==> config.mk <==
export PLATFORM = sky130hd
export DESIGN_NAME = score_lives_keeper_flat
export DESIGN_NICKNAME = d
export VERILOG_FILES = /design/src/rtl/score_lives_keeper_if.sv /design/src/rtl/score_lives_keeper.sv /design/src/flat_wrapper.sv
export SDC_FILE = /design/constraint.sdc
export NUM_CORES = 1
export LEC_CHECK = 0
export ABC_CLOCK_PERIOD_IN_PS = 6800
export BUFFER_PORTS_ARGS = -buffer_cell sky130_fd_sc_hd__buf_2
export CORE_ASPECT_RATIO = 1.1
export CORE_MARGIN = 3
export CORE_UTILIZATION = 61
export DETAILED_ROUTE_END_ITERATION = 10
export PLACE_DENSITY = 0.93
export SLEW_MARGIN = 20
export SYNTH_ARGS = -nofsm -noshare
export SYNTH_HDL_FRONTEND = slang
export SYNTH_SLANG_ARGS = --single-unit
==> constraint.sdc <==
create_clock -name clk -period 6.8 [get_ports clk]
set_clock_uncertainty 0.05 [all_clocks]
set_input_delay 1.36 -clock clk [delete_from_list [all_inputs] [get_ports clk]]
set_output_delay 1.36 -clock clk [all_outputs]
set_load 0.1 [all_outputs]
==> src/rtl/score_lives_keeper_if.sv <==
// Frame/collision inputs and score, lives and ball-control outputs of score_lives_keeper.
interface score_lives_keeper_if;
  localparam int unsigned SCORE_W  = 14;
  localparam int unsigned DIGITS_W = 16;
  localparam int unsigned LIVES_W  = 3;

  logic                startOfFrame;
  logic                startGame;
  logic                collisionSmileyObstacleGood;
  logic                collisionSmileyObstacleBad;
  logic                collisionSmileyBumper;
  logic                collisionSmileyBottom;
  logic [SCORE_W-1:0]  score;
  logic [DIGITS_W-1:0] scoreDigits;
  logic                digitsValid;
  logic [LIVES_W-1:0]  lives;
  logic                freezeBall;
  logic                ballRespawn;
  logic                gameOver;

  modport master (
    output startOfFrame, startGame, collisionSmileyObstacleGood, collisionSmileyObstacleBad,
           collisionSmileyBumper, collisionSmileyBottom,
    input  score, scoreDigits, digitsValid, lives, freezeBall, ballRespawn, gameOver
  );

  modport slave (
    input  startOfFrame, startGame, collisionSmileyObstacleGood, collisionSmileyObstacleBad,
           collisionSmileyBumper, collisionSmileyBottom,
    output score, scoreDigits, digitsValid, lives, freezeBall, ballRespawn, gameOver
  );
endinterface

==> src/rtl/score_lives_keeper.sv <==
// Per-frame score/lives bookkeeping, game-state FSM and sequential BCD conversion of the score.
// Optional feature: define EXTRA_LIFE_EN to award a life for every 1000-point boundary crossed.
module score_lives_keeper #(
  parameter int unsigned GOOD_PTS    = 10,
  parameter int unsigned BAD_PTS     = 5,
  parameter int unsigned BUMPER_PTS  = 25,
  parameter int unsigned INIT_LIVES  = 3,
  parameter int unsigned LOST_FRAMES = 60
) (
  input  logic                 clk,
  input  logic                 reset,
  score_lives_keeper_if.slave  bus
);
  localparam int unsigned SCORE_W   = 14;
  localparam int unsigned DIGITS_W  = 16;
  localparam int unsigned LIVES_W   = 3;
  localparam int unsigned FRAME_W   = 8;
  localparam int unsigned BIT_CNT_W = 4;
  localparam int unsigned SUM_W     = 16;
  localparam int unsigned SCORE_MAX = 9999;
`ifdef EXTRA_LIFE_EN
  localparam int unsigned LIVES_MAX = 7;
`endif

  typedef enum logic [1:0] {IDLE, PLAY, BALL_LOST, GAME_OVER} stateT;

  stateT                     state, stateNext;
  logic                      flagGood, flagBad, flagBumper, flagBottom;
  logic [FRAME_W-1:0]        frameCnt, frameCntNext;
  logic [SCORE_W-1:0]        scoreNext, scoreCommit;
  logic [LIVES_W-1:0]        livesNext;
  logic                      respawnNext;
  logic signed [SUM_W-1:0]   scoreSum;
  logic                      bcdBusy;
  logic [BIT_CNT_W-1:0]      bitCnt;
  logic [SCORE_W-1:0]        binShift;
  logic [DIGITS_W-1:0]       bcdShift, bcdAdj;

  // Score after applying this frame's flags, clamped to the displayable range
  always_comb begin
    scoreSum = signed'({2'b00, bus.score});
    if (flagGood)   scoreSum = scoreSum + signed'(SUM_W'(GOOD_PTS));
    if (flagBumper) scoreSum = scoreSum + signed'(SUM_W'(BUMPER_PTS));
    if (flagBad)    scoreSum = scoreSum - signed'(SUM_W'(BAD_PTS));
    if (scoreSum < signed'(SUM_W'(0)))
      scoreCommit = '0;
    else if (scoreSum > signed'(SUM_W'(SCORE_MAX)))
      scoreCommit = SCORE_W'(SCORE_MAX);
    else
      scoreCommit = SCORE_W'(scoreSum);
  end

  always_ff @(posedge clk) begin
    if (reset) state <= IDLE;
    else       state <= stateNext;
  end

  always_comb begin
    stateNext    = state;
    scoreNext    = bus.score;
    livesNext    = bus.lives;
    frameCntNext = frameCnt;
    respawnNext  = 1'b0;
    case (state)
      IDLE, GAME_OVER: begin
        if (bus.startGame) begin
          stateNext   = PLAY;
          scoreNext   = '0;
          livesNext   = LIVES_W'(INIT_LIVES);
          respawnNext = 1'b1;
        end
      end
      PLAY: begin
        if (bus.startOfFrame) begin
          scoreNext = scoreCommit;
`ifdef EXTRA_LIFE_EN
          if ((scoreCommit / SCORE_W'(1000)) > (bus.score / SCORE_W'(1000)) &&
              livesNext != LIVES_W'(LIVES_MAX))
            livesNext = livesNext + LIVES_W'(1);
`endif
          if (flagBottom) begin
            if (livesNext != '0) livesNext = livesNext - LIVES_W'(1);
            frameCntNext = '0;
            stateNext    = BALL_LOST;
          end
        end
      end
      BALL_LOST: begin
        if (bus.startOfFrame) begin
          if (frameCnt == FRAME_W'(LOST_FRAMES - 1)) begin
            if (bus.lives != '0) begin
              stateNext   = PLAY;
              respawnNext = 1'b1;
            end else begin
              stateNext = GAME_OVER;
            end
          end else begin
            frameCntNext = frameCnt + FRAME_W'(1);
          end
        end
      end
      default: stateNext = IDLE;
    endcase
  end

  // Sticky per-frame event flags; the commit cycle's own inputs open the next frame
  always_ff @(posedge clk) begin
    if (reset || state != PLAY) begin
      flagGood   <= 1'b0;
      flagBad    <= 1'b0;
      flagBumper <= 1'b0;
      flagBottom <= 1'b0;
    end else if (bus.startOfFrame) begin
      flagGood   <= bus.collisionSmileyObstacleGood;
      flagBad    <= bus.collisionSmileyObstacleBad;
      flagBumper <= bus.collisionSmileyBumper;
      flagBottom <= bus.collisionSmileyBottom;
    end else begin
      flagGood   <= flagGood   | bus.collisionSmileyObstacleGood;
      flagBad    <= flagBad    | bus.collisionSmileyObstacleBad;
      flagBumper <= flagBumper | bus.collisionSmileyBumper;
      flagBottom <= flagBottom | bus.collisionSmileyBottom;
    end
  end

  always_ff @(posedge clk) begin
    if (reset) begin
      bus.score       <= '0;
      bus.lives       <= '0;
      frameCnt        <= '0;
      bus.freezeBall  <= 1'b1;
      bus.ballRespawn <= 1'b0;
      bus.gameOver    <= 1'b0;
    end else begin
      bus.score       <= scoreNext;
      bus.lives       <= livesNext;
      frameCnt        <= frameCntNext;
      bus.freezeBall  <= (stateNext != PLAY);
      bus.ballRespawn <= respawnNext;
      bus.gameOver    <= (stateNext == GAME_OVER);
    end
  end

  // Double-dabble add-3 correction applied before each shift
  always_comb begin
    bcdAdj = bcdShift;
    for (int d = 0; d < 4; d++) begin
      if (bcdShift[4*d +: 4] >= 4'd5) bcdAdj[4*d +: 4] = bcdShift[4*d +: 4] + 4'd3;
    end
  end

  // Load on score change, 14 shift cycles, then publish on the 15th cycle
  always_ff @(posedge clk) begin
    if (reset) begin
      bcdBusy         <= 1'b0;
      bitCnt          <= '0;
      binShift        <= '0;
      bcdShift        <= '0;
      bus.scoreDigits <= '0;
      bus.digitsValid <= 1'b1;
    end else if (scoreNext != bus.score) begin
      bcdBusy         <= 1'b1;
      bitCnt          <= '0;
      binShift        <= scoreNext;
      bcdShift        <= '0;
      bus.digitsValid <= 1'b0;
    end else if (bcdBusy) begin
      if (bitCnt == BIT_CNT_W'(SCORE_W)) begin
        bus.scoreDigits <= bcdShift;
        bus.digitsValid <= 1'b1;
        bcdBusy         <= 1'b0;
      end else begin
        {bcdShift, binShift} <= {bcdAdj[DIGITS_W-2:0], binShift, 1'b0};
        bitCnt               <= bitCnt + BIT_CNT_W'(1);
      end
    end
  end
endmodule

==> src/flat_wrapper.sv <==
// flat-port wrapper written by rule: the top's interface ports become plain ports
module score_lives_keeper_flat 
#(
  parameter int unsigned GOOD_PTS    = 10,
  parameter int unsigned BAD_PTS     = 5,
  parameter int unsigned BUMPER_PTS  = 25,
  parameter int unsigned INIT_LIVES  = 3,
  parameter int unsigned LOST_FRAMES = 60
)
  (clk, reset, bus_startOfFrame, bus_startGame, bus_collisionSmileyObstacleGood, bus_collisionSmileyObstacleBad, bus_collisionSmileyBumper, bus_collisionSmileyBottom, bus_score, bus_scoreDigits, bus_digitsValid, bus_lives, bus_freezeBall, bus_ballRespawn, bus_gameOver);
  score_lives_keeper_if bus_i ();
  input  logic clk;
  input  logic reset;
  input wire logic [$bits(bus_i.startOfFrame)-1:0] bus_startOfFrame;
  input wire logic [$bits(bus_i.startGame)-1:0] bus_startGame;
  input wire logic [$bits(bus_i.collisionSmileyObstacleGood)-1:0] bus_collisionSmileyObstacleGood;
  input wire logic [$bits(bus_i.collisionSmileyObstacleBad)-1:0] bus_collisionSmileyObstacleBad;
  input wire logic [$bits(bus_i.collisionSmileyBumper)-1:0] bus_collisionSmileyBumper;
  input wire logic [$bits(bus_i.collisionSmileyBottom)-1:0] bus_collisionSmileyBottom;
  output wire logic [$bits(bus_i.score)-1:0] bus_score;
  output wire logic [$bits(bus_i.scoreDigits)-1:0] bus_scoreDigits;
  output wire logic [$bits(bus_i.digitsValid)-1:0] bus_digitsValid;
  output wire logic [$bits(bus_i.lives)-1:0] bus_lives;
  output wire logic [$bits(bus_i.freezeBall)-1:0] bus_freezeBall;
  output wire logic [$bits(bus_i.ballRespawn)-1:0] bus_ballRespawn;
  output wire logic [$bits(bus_i.gameOver)-1:0] bus_gameOver;
  assign bus_i.startOfFrame = bus_startOfFrame;
  assign bus_i.startGame = bus_startGame;
  assign bus_i.collisionSmileyObstacleGood = bus_collisionSmileyObstacleGood;
  assign bus_i.collisionSmileyObstacleBad = bus_collisionSmileyObstacleBad;
  assign bus_i.collisionSmileyBumper = bus_collisionSmileyBumper;
  assign bus_i.collisionSmileyBottom = bus_collisionSmileyBottom;
  assign bus_score = bus_i.score;
  assign bus_scoreDigits = bus_i.scoreDigits;
  assign bus_digitsValid = bus_i.digitsValid;
  assign bus_lives = bus_i.lives;
  assign bus_freezeBall = bus_i.freezeBall;
  assign bus_ballRespawn = bus_i.ballRespawn;
  assign bus_gameOver = bus_i.gameOver;
  score_lives_keeper #(.GOOD_PTS(GOOD_PTS), .BAD_PTS(BAD_PTS), .BUMPER_PTS(BUMPER_PTS), .INIT_LIVES(INIT_LIVES), .LOST_FRAMES(LOST_FRAMES)) u_core (.clk(clk), .reset(reset), .bus(bus_i));
endmodule
=== Word-level counts from Yosys, hierarchy flattened ===
Index checks and enable logic that the tools add are counted.
W data, S select, Z words.

* Register bits: 86
* Input port bits: 8
* Output and inout bits: 37
* Logic and storage cells: 117

* Add/sub/neg operators: 10
* Magnitude comparators: 6
* Eq/ne operators: 16
* Multiplexer cells: 47
* Bitwise gates (word level): 6
* Reductions and logical operators: 15

{| class="wikitable"
|+ Operators by type and width
! kind !! count
|-
| $mux W14 || 7
|-
| $mux W16 || 3
|-
| $mux W8 || 4
|-
| $pmux W14 S2 || 1
|-
| $add A16 B6 Y16 const B || 1
|-
| $ge A4 B3 Y1 const B || 4
|-
| $gt A16 B15 Y1 const B || 1
|-
| $lt A16 B1 Y1 const B || 1
|-
| $pmux W8 S2 || 1
|-
| $sub A16 B4 Y16 const B || 1
|-
| $add A14 B4 Y15 const B || 1
|-
| $mux W3 || 5
|-
| $mux W1 || 14
|-
| $ne A14 B14 Y1 || 1
|-
| $add A4 B2 Y4 const B || 3
|-
| $mux W2 || 6
|-
| $mux W4 || 3
|-
| $ne A2 B1 Y1 const B || 5
|-
| $reduce_and A5 Y1 || 2
|-
| $add A8 B1 Y8 const B || 1
|-
| $eq A8 B6 Y1 const B || 1
|-
| $ne A2 B2 Y1 const B || 4
|-
| $reduce_bool A2 Y1 || 4
|-
| $eq A2 B2 Y1 const B || 3
|-
| other kinds (16) || 23
|}

=== Logic depth before layout (Yosys ltp) ===
Gate-level depths: netlist of the first run.

* Depth in word-level cells: 14
* Gate-level depth with buffers: 20
* Mapped depth without buffers: 16

=== Least setup slack after synthesis of the first run ===
Ideal clock, no wire load.

* Path kind: reg2reg
* Start point: register u_core.bus.score[1]
* End point: register u_core.binShift[10]
* Setup time: 0.123 ns
* Arrival: 5.372 ns
* Data required time: 6.627 ns
* Path slack: 1.254 ns
* Stages on the path, launching flop included: 20
* Buffers on the path: 3
* Period minus slack after synthesis: 5.546 ns
* Cell sequence: dfxtp_1 -> buf_2 -> xor2_1 -> ha_1 -> o2bb2ai_1 -> a222oi_1 -> buf_4 -> a21o_1 -> a211oi_2 -> nor3b_4 -> nand3_2 -> nor4_1 -> a41oi_1 -> o211a_4 -> o311a_1 -> a2111oi_4 -> nand4_4 -> nor2_4 -> buf_6 -> mux2_1

* Longest elaborated chain between the ends: 14
* Elaborated cells between the ends (all ways): 18
* Classes of those cells: 3 x add/sub; 2 x order compare; 2 x eq/ne; 9 x mux; 2 x reduce/logical

{| class="wikitable"
|+ Ends and longest elaborated chain
! item !! RTL line !! source
|-
| start, declared || score_lives_keeper_if.sv:30 || <nowiki>output score, scoreDigits, digitsValid, lives, freezeBall, ballRespawn, gameOver</nowiki>
|-
| start signal, assigned || score_lives_keeper.sv:135 || <nowiki>bus.score <= scoreNext;</nowiki>
|-
| $add A14 B4 Y15 || score_lives_keeper.sv:42 || <nowiki>if (flagGood) scoreSum = scoreSum + signed'(SUM_W'(GOOD_PTS));</nowiki>
|-
| $mux W16 || score_lives_keeper.sv:42 ||
|-
| $add A16 B6 Y16 || score_lives_keeper.sv:43 || <nowiki>if (flagBumper) scoreSum = scoreSum + signed'(SUM_W'(BUMPER_PTS));</nowiki>
|-
| $mux W16 || score_lives_keeper.sv:43 ||
|-
| $sub A16 B4 Y16 || score_lives_keeper.sv:44 || <nowiki>if (flagBad) scoreSum = scoreSum - signed'(SUM_W'(BAD_PTS));</nowiki>
|-
| $mux W16 || score_lives_keeper.sv:44 ||
|-
| $gt A16 B15 Y1 || score_lives_keeper.sv:47 || <nowiki>else if (scoreSum > signed'(SUM_W'(SCORE_MAX)))</nowiki>
|-
| $mux W14 || score_lives_keeper.sv:47 ||
|-
| $mux W14 || score_lives_keeper.sv:45 || <nowiki>if (scoreSum < signed'(SUM_W'(0)))</nowiki>
|-
| $mux W14 || score_lives_keeper.sv:74 || <nowiki>if (bus.startOfFrame) begin</nowiki>
|-
| $pmux W14 S2 || score_lives_keeper.sv:64 || <nowiki>case (state)</nowiki>
|-
| $ne A14 B14 Y1 || score_lives_keeper.sv:161 || <nowiki>end else if (scoreNext != bus.score) begin</nowiki>
|-
| $ne A2 B1 Y1 (no line) or $reduce_bool A2 Y1 (tied branches) || n/a ||
|-
| $reduce_and A2 Y1 (no line) || n/a ||
|-
| end signal, assigned || score_lives_keeper.sv:164 || <nowiki>binShift <= scoreNext;</nowiki>
|-
| end signal, assigned || score_lives_keeper.sv:173 || <nowiki>{bcdShift, binShift} <= {bcdAdj[DIGITS_W-2:0], binShift, 1'b0};</nowiki>
|-
| end, declared || score_lives_keeper.sv:36 || <nowiki>logic [SCORE_W-1:0] binShift;</nowiki>
|}

Parallel ways exist; a longest one is shown, timed or not.
A chain may end at the register's enable or synchronous reset.

=== Final worst setup path of the first run ===
* Start point: register u_core.flagGood
* End point: register u_core.binShift[0]

* Longest elaborated chain between the ends: 13
* Elaborated cells between the ends (all ways): 16
* Classes of those cells: 2 x add/sub; 2 x order compare; 2 x eq/ne; 8 x mux; 2 x reduce/logical

{| class="wikitable"
|+ Ends and longest elaborated chain
! item !! RTL line !! source
|-
| start, declared || score_lives_keeper.sv:28 || <nowiki>logic flagGood, flagBad, flagBumper, flagBottom;</nowiki>
|-
| start signal, assigned || score_lives_keeper.sv:114 || <nowiki>flagGood <= bus.collisionSmileyObstacleGood;</nowiki>
|-
| start signal, assigned || score_lives_keeper.sv:119 || <nowiki>flagGood <= flagGood | bus.collisionSmileyObstacleGood;</nowiki>
|-
| $mux W16 * || score_lives_keeper.sv:42 ||
|-
| $add A16 B6 Y16 || score_lives_keeper.sv:43 ||
|-
| $mux W16 * || score_lives_keeper.sv:43 ||
|-
| $sub A16 B4 Y16 || score_lives_keeper.sv:44 ||
|-
| $mux W16 * || score_lives_keeper.sv:44 ||
|-
| $gt A16 B15 Y1 || score_lives_keeper.sv:47 ||
|-
| $mux W14 || score_lives_keeper.sv:47 ||
|-
| $mux W14 * || score_lives_keeper.sv:45 ||
|-
| $mux W14 * || score_lives_keeper.sv:74 ||
|-
| $pmux W14 S2 * || score_lives_keeper.sv:64 ||
|-
| $ne A14 B14 Y1 || score_lives_keeper.sv:161 ||
|-
| $ne A2 B1 Y1 (no line) or $reduce_bool A2 Y1 (tied branches) || n/a ||
|-
| $reduce_and A2 Y1 (no line) || n/a ||
|}

Mark *: on every way between the ends. The rest lies on a longest branch, timed or not.

==> results.json, run 1 <==
{
  "peakVddDrop_uv": 205.1,
  "numPortBuffers": 44,
  "r2r_setup_slack_ns": 1.22,
  "dr.pass1.iters": 5,
  "clkTransAtPathRegs_ns": 0.09,
  "syn_area_per_cell_um2": 8.124,
  "synthArstFlopShare": 0,
  "post_cts_resized": 0,
  "synthDistinctLibCells": 96,
  "core_um2": 9537,
  "fin_util": 0.6837,
  "end_kind": "flip-flop",
  "vias": 5739,
  "start_kind": "flip-flop",
  "p_per_area_nw_per_um2": 182.3,
  "hold_path_depth": 2,
  "final_cell_mix": "86 x dfxtp_1, 72 x a21oi_1, 69 x nor2_1, 68 x nand2_1, 44 x buf_2",
  "drtAntennaViolNets": 0,
  "ios": 45,
  "synthFlopType": "dfxtp_1",
  "fp.dieW_um": 101.4,
  "fin_crit_sh": 0.8209,
  "clock_latency_ns": 0.36,
  "layout-drive-gt1-share": 0.1506,
  "ctsHoldBuffers": 0,
  "max_freq_mhz": 179.1,
  "drc": 0,
  "rr_worst_depth": 18,
  "grt_pass1_vias": 5609,
  "final_hold_viol_count": 0,
  "drtIter0Drc": 357,
  "final_cells": 894,
  "post-cts-setup-buffers": 0,
  "die_area_um2": 11250,
  "holdWs_ns": 0.4260,
  "relSlewSlack": 0.4875,
  "tns_ns": 0,
  "rsz0062_at_grt": "no",
  "cts_buffers": 9,
  "final_common_cell": "dfxtp_1",
  "drt_wl_total_mm": 15.43,
  "grt_pass1_wl_mm": 26.01,
  "synth-seq-area-share": 0.2818,
  "arrival_ns": 5.79,
  "initial_core_util": 0.6406,
  "htreeDepth": 3,
  "wire_per_inst_um": 17.26,
  "n_antenna_cell": 0,
  "synth_nets": 778,
  "placed_area_um2": 6319,
  "clockBufferDepth": 2,
  "cellLeakagePower_nw": 2.377,
  "antenna_found_initial": 0,
  "hp-class": "flip-flop to flip-flop",
  "yosys_warnings": 0,
  "syn-cell-area_um2": 6110,
  "cap_violations": 0,
  "layout.nets": 798,
  "hpwlAfterDp_mm": 11.29,
  "worstSetupPathType": "flip-flop to flip-flop",
  "synthCells": 752,
  "cts_sinks": 86,
  "fillerInstances": 757,
  "tightest_slew_ns": 0.7629,
  "design_area_um2": 6520,
  "area_growth_pct": 6.717,
  "std_cell_rows": 37,
  "cts_tree": "yes",
  "gp_congestion": 0.9673,
  "grt_max_degree": 73,
  "grt_overflow": 0,
  "setup_viol": 0,
  "cp_max_fo": 21,
  "layout_min_cycle_time_ns": 5.582,
  "synth-seq-cells": 86,
  "status": "complete, no violations",
  "vias_per_cell": 6.419,
  "grt_util_all_layers": 0.2748,
  "final_max_slew_viol_count": 0,
  "die_h_um": 111.0,
  "crit_required_ns": 7.00,
  "synth_edf_count": 0,
  "clock-root-buffer": "clkbuf_8",
  "dp_cells": 878
}
==> cell usage after synthesis (all sizes together) (5+ instances only) <==
library cell | number | area (µm²)
xnor2 | 40 | 384.1
nand4 | 8 | 86.33
clkbuf | 26 | 97.59
xor2 | 16 | 147.7
inv | 35 | 131.4
a2111oi | 8 | 108.9
o21ai | 44 | 220.2
a21o | 6 | 45.04
nor2b | 6 | 37.54
and2 | 5 | 31.28
a21oi | 74 | 392.9
buf | 18 | 127.6
or3 | 24 | 160.2
mux2 | 15 | 168.9
ha | 18 | 225.2
and3 | 12 | 80.08
dfxtp | 86 | 1722
nor3 | 22 | 120.1
a211oi | 8 | 70.06
o31ai | 7 | 80.08
nor4 | 22 | 173.9
nand2b | 9 | 63.81
mux2i | 7 | 70.07
a32oi | 5 | 43.79
nor2 | 71 | 281.5
nand2 | 68 | 255.2
nand3 | 21 | 120.1
==> through the flow <==
stage	worst slack, ns	total power [mW]
after CTS	1.266	1.189
after floorplan	1.254	0.7842
final	1.218	1.188
after detailed placement	1.309	0.8305
after global routing	0.8191	1.239
after global placement	1.499	0.8232
==> critical path, stage by stage (launching register included) <==
cell       delay [ns]
dfxtp_1          0.72
xor2_1           0.21
ha_1             0.26
o2bb2ai_1        0.12
a222oi_1         0.25
buf_4            0.23
nand3_1          0.11
a211oi_2         0.36
nor3b_4          0.38
nand4_2          0.19
nor3_1           0.26
xor2_1           0.45
o211ai_2         0.31
a21o_1           0.25
a2bb2oi_1        0.19
nand3_1          0.10
buf_4            0.24
nor2_4           0.38
mux2_2           0.39
==> registers in the layout (all words and copies together) (netlist names) <==
signal and count:
u_core.bcdBusy 1, u_core.bcdShift 16, u_core.binShift 14, u_core.bitCnt 4, u_core.bus.ballRespawn 1, u_core.bus.digitsValid 1
u_core.bus.freezeBall 1, u_core.bus.gameOver 1, u_core.bus.lives 3, u_core.bus.score 14, u_core.bus.scoreDigits 16, u_core.flagBad 1
u_core.flagBottom 1, u_core.flagBumper 1, u_core.flagGood 1, u_core.frameCnt 8, u_core.state 2
==> metal layers <==
metal,part of all wire,global-route usage,vias up
met5,0,0,-
met4,0.023,0.1002,0
met3,0.048,0.04594,38
met2,0.52,0.4756,194
met1,0.41,0.3362,2735
li1,-,-,2772
==> path summary, 6_finish.rpt <==
check,from,endpoint
setup / recovery,u_core.flagGood,u_core.binShift[0]
hold / removal,u_core.bus.scoreDigits[14],u_core.bus.scoreDigits[14]
setup reg to reg,u_core.flagGood,u_core.binShift[0]
hold reg to reg,u_core.bus.scoreDigits[14],u_core.bus.scoreDigits[14]
==> layout make-up <==
class / count / area [µm²] / share of cell area
clock buffers: 12 / 145.1 / 0.02226
well taps: 117 / 146.4 / 0.02245
multi-input cells: 587 / 4031 / 0.6183
repair buffers: 53 / 287.8 / 0.04414
clock inverters: 4 / 56.30 / 0.008636
inverters: 35 / 131.4 / 0.02015
flip-flops and latches: 86 / 1722 / 0.2641
==> power breakdown <==
part | internal, mW | switching, mW | total, mW
Sequential | 0.517 | 0.0170 | 0.534
Combinational | 0.0783 | 0.212 | 0.290
Clock | 0.182 | 0.182 | 0.364
==> logic make-up after synthesis <==
family,after synthesis,share of synthesized area
multiplexers,22,0.03912
AND/OR/NAND/NOR,284,0.2541
AO/OA/AOI/OAI,207,0.2427
adder cells (fa/ha/maj),18,0.03686
buffers and inverters,79,0.05836
XOR/XNOR,56,0.08704
flip-flops,86,0.2818
(Power assumes the default switching activity.)
==> inputs of run 2 (changes only) <==
--- a/config.mk
+++ b/config.mk
@@ -5,7 +5,7 @@
 export SDC_FILE = /design/constraint.sdc
 export NUM_CORES = 1
 export LEC_CHECK = 0
-export ABC_CLOCK_PERIOD_IN_PS = 6800
+export ABC_CLOCK_PERIOD_IN_PS = 5850
 export BUFFER_PORTS_ARGS = -buffer_cell sky130_fd_sc_hd__buf_2
 export CORE_ASPECT_RATIO = 1.1
 export CORE_MARGIN = 3
==> constraint.sdc (replaced) <==
create_clock -name clk -period 5.85 [get_ports clk]
set_clock_uncertainty 0.05 [all_clocks]
set_input_delay 1.17 -clock clk [delete_from_list [all_inputs] [get_ports clk]]
set_output_delay 1.17 -clock clk [all_outputs]
set_load 0.1 [all_outputs]
==> run 2 against run 1 <==
Net effect: highest routed layer unchanged; critical path depth fell by 1; routed wire length increased by 0.41%; non-clock buffer count is 2 higher; utilization shrank 0.17 points; register-to-register slack worse by 0.77 ns; largest power group unchanged; clock power grew 1%; worst setup slack got worse by 0.77 ns; combinational power rose by 18%.
==> results.json, run 2 (synthesis results as in run 1) <==
{
  "status": "complete, no violations",
  "layout_min_cycle_time_ns": 5.405,
  "cp_common_cell": "buf_4",
  "clock-root-buffer": "clkbuf_8",
  "grt_util_all_layers": 0.2814,
  "n_antenna_cell": 0,
  "cp_max_fo": 16,
  "r2r-end": "u_core.binShift[2]",
  "ios": 45,
  "dr.pass1.iters": 5,
  "finalWorstSetupSlack_ns": 0.4448,
  "p_per_area_nw_per_um2": 204.4,
  "final_common_cell": "dfxtp_1",
  "htreeDepth": 3,
  "slowest_delay_ns": 0.59,
  "initial_core_util": 0.6406,
  "tns_ns": 0,
  "start_kind": "flip-flop",
  "max_freq_mhz": 185.0,
  "cp.depth": 17,
  "vias_per_cell": 6.373,
  "p_sw_mw": 0.4713,
  "arrival_ns": 5.61,
  "hp-class": "flip-flop to flip-flop",
  "core_um2": 9537,
  "power_mw": 1.330,
  "grt_overflow": 0,
  "cts_sinks": 86,
  "antenna_found_initial": 0,
  "drc": 0,
  "critPathTopFamily": "compound AO/OA/AOI/OAI gates",
  "tightest_slew_ns": 0.7889,
  "area_growth_pct": 6.451,
  "p_seq_frac": 0.465,
  "fp.dieW_um": 101.4,
  "fin_crit_sh": 0.9240,
  "intPower_mw": 0.8582,
  "grt_max_degree": 73,
  "p_sw_frac": 0.3545,
  "setup_viol": 0,
  "crit_chain": "ha_1 > nand2b_4 > a222oi_1 > buf_4 > a2111oi_0 > a211o_1 > nand2_1 > a211oi_2 > nor2b_1 > xor2_1 > buf_4 > nor3_1 > o221ai_1 > a2111oi_4 > nand4_4 > nor2_4 > mux2_2",
  "numPortBuffers": 44,
  "final_hold_viol_count": 0,
  "crit_required_ns": 6.05,
  "clkTransAtPathRegs_ns": 0.08,
  "wire_per_inst_um": 17.29,
  "final_cells": 896,
  "clockBufferDepth": 2,
  "drtIter0Drc": 337,
  "layout-drive-gt1-share": 0.1528,
  "cellLeakagePower_nw": 2.367,
  "die_area_um2": 11250,
  "placement.setup.worst_slack_ns": 0.4211,
  "std_cell_rows": 37,
  "drt_wl_total_mm": 15.49,
  "hpwlAfterDp_mm": 11.25,
  "layout.nets": 800,
  "critPathSlowestCell": "dfxtp_1",
  "rsz0062_at_grt": "no",
  "relSlewSlack": 0.4730,
  "worstSetupPathType": "flip-flop to flip-flop",
  "biggestRegsByFlops": "u_core.bcdShift x16, u_core.bus.scoreDigits x16",
  "final_max_slew_viol_count": 0,
  "peakVddDrop_uv": 185.1,
  "r2r-start": "u_core.bus.score[2]",
  "final_cell_mix": "85 x dfxtp_1, 72 x a21oi_1, 69 x nor2_1, 68 x nand2_1, 44 x buf_2",
  "grt_pass1_vias": 5710,
  "dp_cells": 880,
  "gp_congestion": 0.9613,
  "fin_util": 0.6820,
  "placed_area_um2": 6334,
  "pwr-share-comb": 0.258,
  "r2r_setup_slack_ns": 0.44,
  "cp_num_buf_inv": 2,
  "power_frac_clock": 0.276,
  "clock_latency_ns": 0.36,
  "design_area_um2": 6504,
  "cts_buffers": 9,
  "drtAntennaViolNets": 0,
  "end_kind": "flip-flop",
  "holdWs_ns": 0.4304,
  "rr_worst_depth": 17,
  "post_cts_resized": 0,
  "die_h_um": 111.0,
  "fillerInstances": 782,
  "ctsHoldBuffers": 0,
  "cp-startpoint": "u_core.bus.score[2]",
  "cap_violations": 0,
  "endpoint": "u_core.binShift[2]",
  "cts_tree": "yes",
  "vias": 5710,
  "grt_pass1_wl_mm": 26.23,
  "post-cts-setup-buffers": 0
}
[run 2: layout make-up]
type	count	area, µm²	area share
timing repair buffer	55	302.8	0.04656
inverter	35	131.4	0.02020
multi-input combinational	587	4031	0.6199
sequential	86	1723	0.2649
clock inverter	3	20.02	0.003078
tap	117	146.4	0.02251
clock buffer	13	148.9	0.02289
[run 2: metal layers]
metal,share of wire,up-vias,track usage
li1,-,2765,-
met1,0.41,2725,0.3380
met2,0.50,172,0.4751
met3,0.046,48,0.04342
met4,0.040,0,0.1463
met5,0,-,0
[run 2: worst register-to-register path: cells and delay by family (launching register included)]
kind | cells | cell delay (ns)
buffers and inverters | 2 | 0.42
AND/OR/NAND/NOR | 6 | 1.53
AO/OA/AOI/OAI | 6 | 1.84
flip-flops | 1 | 0.59
adder cells (fa/ha/maj) | 1 | 0.37
multiplexers | 1 | 0.40
XOR/XNOR | 1 | 0.11
[run 2: power by group through the flow]
stage                     Sequential [mW]  Combinational [mW]  Clock [mW]
after floorplan                     0.682               0.230           0
after global placement              0.631               0.328           0
after detailed placement            0.632               0.339           0
after CTS                           0.618               0.341       0.374
after global routing                0.621               0.370       0.393
final                               0.619               0.343       0.368
[run 2: how the worst min path moves through the flow]
stage,from,to,slack (ns),cells past startpoint
after floorplan,u_core.frameCnt[5],u_core.frameCnt[5],0.42,2
after global placement,u_core.bus.scoreDigits[2],u_core.bus.scoreDigits[2],0.41,2
after detailed placement,u_core.bus.scoreDigits[10],u_core.bus.scoreDigits[10],0.42,2
after CTS,u_core.bus.scoreDigits[14],u_core.bus.scoreDigits[14],0.43,2
after global routing,u_core.bus.scoreDigits[6],u_core.bus.scoreDigits[6],0.46,2
final,u_core.bus.scoreDigits[7],u_core.bus.scoreDigits[7],0.43,2
